`src/rtl/detection_ddr_writer.sv`:
```
// detection_ddr_writer: turns detection FIFO commands into 4KB-safe AXI4 INCR write bursts (optional DETECTION_DDR_WR_STATS_EN counters)
module detection_ddr_writer #(
  parameter int ADDR_WIDTH = 32,
  parameter int MAX_BURST_BEATS = 256
) (
  input  logic                  clk,
  input  logic                  rst,
  input  logic [63:0]           cmd_dout,
  input  logic                  cmd_empty,
  output logic                  cmd_rd_en,
  input  logic [127:0]          dat_dout,
  input  logic                  dat_empty,
  output logic                  dat_rd_en,
  output logic [ADDR_WIDTH-1:0] m_axi_awaddr,
  output logic [7:0]            m_axi_awlen,
  output logic [2:0]            m_axi_awsize,
  output logic [1:0]            m_axi_awburst,
  output logic                  m_axi_awvalid,
  input  logic                  m_axi_awready,
  output logic [127:0]          m_axi_wdata,
  output logic [15:0]           m_axi_wstrb,
  output logic                  m_axi_wlast,
  output logic                  m_axi_wvalid,
  input  logic                  m_axi_wready,
  input  logic [1:0]            m_axi_bresp,
  input  logic                  m_axi_bvalid,
  output logic                  m_axi_bready,
  input  logic                  err_clr,
  output logic                  busy,
  output logic                  done,
  output logic [1:0]            err
`ifdef DETECTION_DDR_WR_STATS_EN
  ,
  output logic [31:0]           stat_cmd_cnt,
  output logic [31:0]           stat_cycles_max,
  output logic [31:0]           stat_backpressure_cnt
`endif
);
  typedef enum logic [2:0] {IDLE, LOAD, AW, W, B, FIN} state_t;
  localparam logic [8:0] MAX_B = 9'(MAX_BURST_BEATS);
  state_t state, state_n;
  logic [ADDR_WIDTH-1:0] addr;
  logic [8:0] remaining, burst, room, burst_rb, burst_n;
  logic [7:0] beat_cnt;
  logic w_hs, b_done, unused_bits;
  assign unused_bits = ^{cmd_dout[63:ADDR_WIDTH+12], cmd_dout[3:0]};
  // beats left before the next 4KB boundary; addr is always beat-aligned
  assign room = 9'd256 - {1'b0, addr[11:4]};
  assign burst_rb = remaining < room ? remaining : room;
  assign burst_n = burst_rb < MAX_B ? burst_rb : MAX_B;
  assign cmd_rd_en = ~rst & (state == IDLE) & ~cmd_empty;
  assign m_axi_awvalid = ~rst & (state == AW);
  assign m_axi_wvalid = ~rst & (state == W) & ~dat_empty;
  assign m_axi_wdata = dat_dout;
  assign m_axi_wlast = ~rst & (state == W) & (beat_cnt == m_axi_awlen);
  assign w_hs = m_axi_wvalid & m_axi_wready;
  assign dat_rd_en = w_hs;
  assign m_axi_bready = ~rst & (state == B);
  assign b_done = (state == B) & m_axi_bvalid;
  assign busy = ~rst & (state != IDLE);
  assign done = ~rst & (state == FIN);
  assign m_axi_awsize = 3'b100;
  assign m_axi_awburst = 2'b01;
  assign m_axi_wstrb = 16'hFFFF;
  always_comb begin
    state_n = state;
    unique case (state)
      IDLE:    state_n = cmd_rd_en ? LOAD : IDLE;
      LOAD:    state_n = AW;
      AW:      state_n = m_axi_awready ? W : AW;
      W:       state_n = (w_hs && m_axi_wlast) ? B : W;
      B:       state_n = m_axi_bvalid ? (remaining != burst ? LOAD : FIN) : B;
      FIN:     state_n = IDLE;
      default: state_n = IDLE;
    endcase
  end
  always_ff @(posedge clk) begin
    if (rst) begin
      state <= IDLE;
      addr <= '0;
      remaining <= '0;
      burst <= '0;
      beat_cnt <= '0;
      m_axi_awaddr <= '0;
      m_axi_awlen <= '0;
      err <= '0;
    end else begin
      state <= state_n;
      if (cmd_rd_en) begin
        addr <= {cmd_dout[ADDR_WIDTH+11:16], 4'b0};
        remaining <= {1'b0, cmd_dout[11:4]} + 9'd1;
      end
      if (state == LOAD) begin
        burst <= burst_n;
        m_axi_awaddr <= addr;
        m_axi_awlen <= 8'(burst_n - 9'd1);
        beat_cnt <= '0;
      end
      if (w_hs) beat_cnt <= beat_cnt + 8'd1;
      if (b_done) begin
        remaining <= remaining - burst;
        addr <= addr + ADDR_WIDTH'({burst, 4'b0});
      end
      // a new error in the same cycle as err_clr survives the clear
      err <= (err & ~{2{err_clr}}) | {cmd_rd_en & (|cmd_dout[15:12]), b_done & (|m_axi_bresp)};
    end
  end
`ifdef DETECTION_DDR_WR_STATS_EN
  logic [31:0] cyc, cyc_inc;
  assign cyc_inc = &cyc ? cyc : cyc + 32'd1;
  always_ff @(posedge clk) begin
    if (rst) begin
      cyc <= '0;
      stat_cmd_cnt <= '0;
      stat_cycles_max <= '0;
      stat_backpressure_cnt <= '0;
    end else begin
      cyc <= (state == IDLE) ? '0 : cyc_inc;
      if (done && !(&stat_cmd_cnt)) stat_cmd_cnt <= stat_cmd_cnt + 32'd1;
      if (done && cyc_inc > stat_cycles_max) stat_cycles_max <= cyc_inc;
      if (m_axi_wvalid && !m_axi_wready && !(&stat_backpressure_cnt))
        stat_backpressure_cnt <= stat_backpressure_cnt + 32'd1;
    end
  end
`endif
endmodule
```
`config.mk`:
```
export PLATFORM = sky130hd
export DESIGN_NAME = detection_ddr_writer
export DESIGN_NICKNAME = d
export VERILOG_FILES = /design/src/rtl/detection_ddr_writer.sv
export SDC_FILE = /design/constraint.sdc
export NUM_CORES = 1
export LEC_CHECK = 0
export CAP_MARGIN = 20
export CORE_AREA = 2 2 158 160
export DETAILED_ROUTE_END_ITERATION = 7
export DIE_AREA = 0 0 160 162
export HOLD_SLACK_MARGIN = 0.1
export PLACE_DENSITY_LB_ADDON = 0.25
export SYNTH_ARGS = -nofsm -noshare
export SYNTH_HDL_FRONTEND = slang
export SYNTH_SLANG_ARGS = --single-unit
```
`constraint.sdc`:
```
create_clock -name clk -period 3.65 [get_ports clk]
set_clock_uncertainty 0.15 [all_clocks]
set_input_delay 0.365 -clock clk [delete_from_list [all_inputs] [get_ports clk]]
set_output_delay 0.365 -clock clk [all_outputs]
set_load 0.03 [all_outputs]
```
==> impl_results.md <==
* Slowest stage delay, CP at 0.59 ns
* Worst Path Class, Setup: reg -> reg
* Largest family of logic cells by synthesized area: buffers and inverters
* Fin worst setup slack at 0.147 ns
* Post-synth EDFFs at 0
* Cells after synthesis at 902
* Worst Setup End Kind: flip-flop
* Syn-to-layout area delta at 13.0%
* Core ar. at 24,100 um^2
* Fraction of registers with async set/reset at 0
* Post-Syn Area at 6990 um^2
* Pre-CTS setup slack at -0.0364 ns
* Yosys cell types at 74
* Final wirelength at 21.2 mm
* Synth Area in Simple Gates at 0.206
* Initial antenna violation count at 0
* Vias per Instance at 5.08
* CTS buffer count at 9
* Antenna fix cells at 0
* Initial Util at 0.290
* Crit path launch: addr[8]$_SDFFE_PP0P_
* Die Wd at 160 um
* I/O pin count at 401
* Relative slew slack at 0.355
* Mux share of post-synthesis cell area at 0.00430
* Fmax at 285 MHz
* Yosys warns at 0
* Most used DFF post-synth: dfxtp_1
* R2r setup slk at 0.15 ns
* Worst Path Required at 3.76 ns
* CP Max Fanout at 4
* Top area cells in the synthesized netlist: dfxtp_1 (27%), buf_4 (16%), nand2_1 (6.2%)
* Final number of max-transition violations at 0
* Hpwl dp at 15.7 mm
* Sequential share of the synthesized area at 0.272
* Synth Area in Compound Gates at 0.201
* Hold_sp: rst
* Register bit total from synthesis at 95
* Area share of the largest cell type after synthesis at 0.272
* Outcome: finished, final reports clean
* Syn avg cell area at 7.75 um^2
* Sink Count at 95
* DR DRC count at 0
* First-pass GRT wire length at 33.1 mm
* Vias in the first global route at 5,933
* Root buffer cell: clkbuf_16
* Arrival time worst endpoint at 3.61 ns
* Cell accounting for the most synthesized area: dfxtp_1
* Crit-path cells: or4_4 -> nor4_4 -> buf_4 -> xor2_2 -> ha_1 -> nand2_2 -> o21ai_4 -> a41o_1 -> nor4_2 -> a31oi_4 -> ha_4 -> inv_1 -> buf_4 -> o21ai_0 -> a311oi_1
* Total power at 2.94 mW
* DRT iter0 DRCs at 423
* Final-stage net count at 1,113
* Final min period at 3.50 ns
* Grt ovf at 0
* # H-tree levels at 3
* Startpoint type of the worst setup path: flip-flop
* Die H at 162 um
* CP max stage cell: or4_4
* Wirelength per Cell at 17.5 um
* Worst slew pin tran at 0.967 ns
* Setup TNS at 0 ns
* RR Startpoint: addr[8]$_SDFFE_PP0P_
* Most frequent cells in the layout: nand2_1 (113), clkdlybuf4s50_1 (94), dfxtp_1 (93)
* CTS tree: yes
* Placer congestion estimate at 0.899
* Filler Cells Inserted at 2,644
* Global Route Usage Sum at 0.161
* Hold WS at 0.202 ns
* Post-route ant nets at 0
* Clock slew seen by the registers of the worst setup and hold paths at 0.07 ns
* Worst Path Buf+Inv at 3
* Pin count of the biggest net entering global routing at 73
* Vias at 6,147
* Commonest non-fill, non-tap cell in the layout: nand2_1
* Power per cell area at 373 nW/um^2
* Most used cell, CP: buf_4
* Adder-Cell Fraction of Synth Area at 0.0577
* DIE AREA at 25,900 um^2
* Drt pass-1 iters at 6
* Number of hold buffers added after cts at 0
* Final setup violation count at 0
* FP Rows at 57
* Share of cells above drive strength 1 at 0.119
* CP top delay family: simple AND/OR/NAND/NOR gates
* Max Cap Viol at 0
* Leak at 2.86 nW
* Insertion delay to the later sink of the worst-skew pair at 0.36 ns
* Max clock buf depth at 2
* Port-buffer cells at 95
* Worst hold path type: in -> reg
* XOR/XNOR Fraction of Synth Area at 0.0512
* VDD IR max at 240 uV
* Hold Fails Final Rpt at 0
* Tcrit/Tclk final at 0.960
## cells in the mapped netlist, types with 4 or more instances
master    instances
buf_4           153
o22ai_1           4
nand3b_1          5
clkbuf_1         35
and3_1            4
o31ai_1           7
and2_1            6
o311ai_0          4
ha_1             29
nor2b_1           5
buf_1             4
nand2b_1          5
o31a_1            5
o221ai_1          6
o21ai_0          17
nor4_1           13
xnor2_1          21
or3_1             6
o211ai_1         10
xor2_1           18
a211oi_1         18
a21oi_1          70
nand4_1           8
a21o_1            6
nand2_1         115
nor2_1           57
buf_2             5
dfxtp_1          95
nand3_1          20
a22oi_1           4
a311oi_1         14
o21a_1            4
nor3_1           29
inv_1            28
a31oi_1           8
## where the power goes
part	switching (mW)	internal, mW
sequential	0.0584	1.08
combinational	0.508	0.370
clock	0.438	0.485
total	1.01	1.94
## through the flow
stage / utilization / instances / instance area (um^2)
4_1_cts: 0.321 / 1207 / 7740
3_3_place_gp: 0.309 / 1191 / 7450
5_1_grt: 0.327 / 1209 / 7890
3_5_place_dp: 0.309 / 1191 / 7450
2_1_floorplan: - / 925 / 7080
6_report: 0.327 / 1209 / 7890
## per-layer routing
metal	global-route usage	up-vias	part of all wire
li1	-	2974	-
met1	0.204	2919	0.45
met2	0.270	197	0.48
met3	0.0283	57	0.051
met4	0.0729	0	0.027
met5	0	-	0
## flip-flops by register name, indices dropped and copies added (netlist names)
signal and cells:
addr 28, m_axi_awaddr 28, burst 9, remaining 9
beat_cnt 8, m_axi_awlen 8, state 3, err 2
## layout make-up
class	instances	area [um^2]	area share
clock inverter	4	30.0	0.00380
inverter	31	116	0.0147
tap	324	405	0.0514
timing repair buffer	142	1300	0.165
sequential	95	1900	0.241
multi-input combinational	601	3890	0.493
clock buffer	12	246	0.0312
## path summary, 6_finish.rpt
path                                   to  cells after the start
max           m_axi_awlen[6]$_SDFFE_PP0P_                     15
min              beat_cnt[0]$_SDFFE_PP0P_                      2
max reg2reg   m_axi_awlen[6]$_SDFFE_PP0P_                     15
min reg2reg  m_axi_awaddr[8]$_SDFFE_PP0P_                      2
## logic make-up (layout without fill, tap and decap cells)
| logic type | count (synthesis) | in the layout |
|---|---|---|
| AO/OA/AOI/OAI | 206 | 206 |
| XOR/XNOR | 40 | 40 |
| adder cells (fa/ha/maj) | 31 | 31 |
| buffers and inverters | 229 | 189 |
| flip-flops | 95 | 95 |
| multiplexers | 3 | 3 |
| other | 2 | 25 |
| AND/OR/NAND/NOR | 296 | 296 |
## repair_timing
item,CTS,global route
hold endpoints to repair,0,0
pin swaps,2,9
setup buffers,0,2
gates resized for setup,3,28
endpoints found under the setup margin,2,3
No activity file was read; power rests on OpenSTA's default activity.
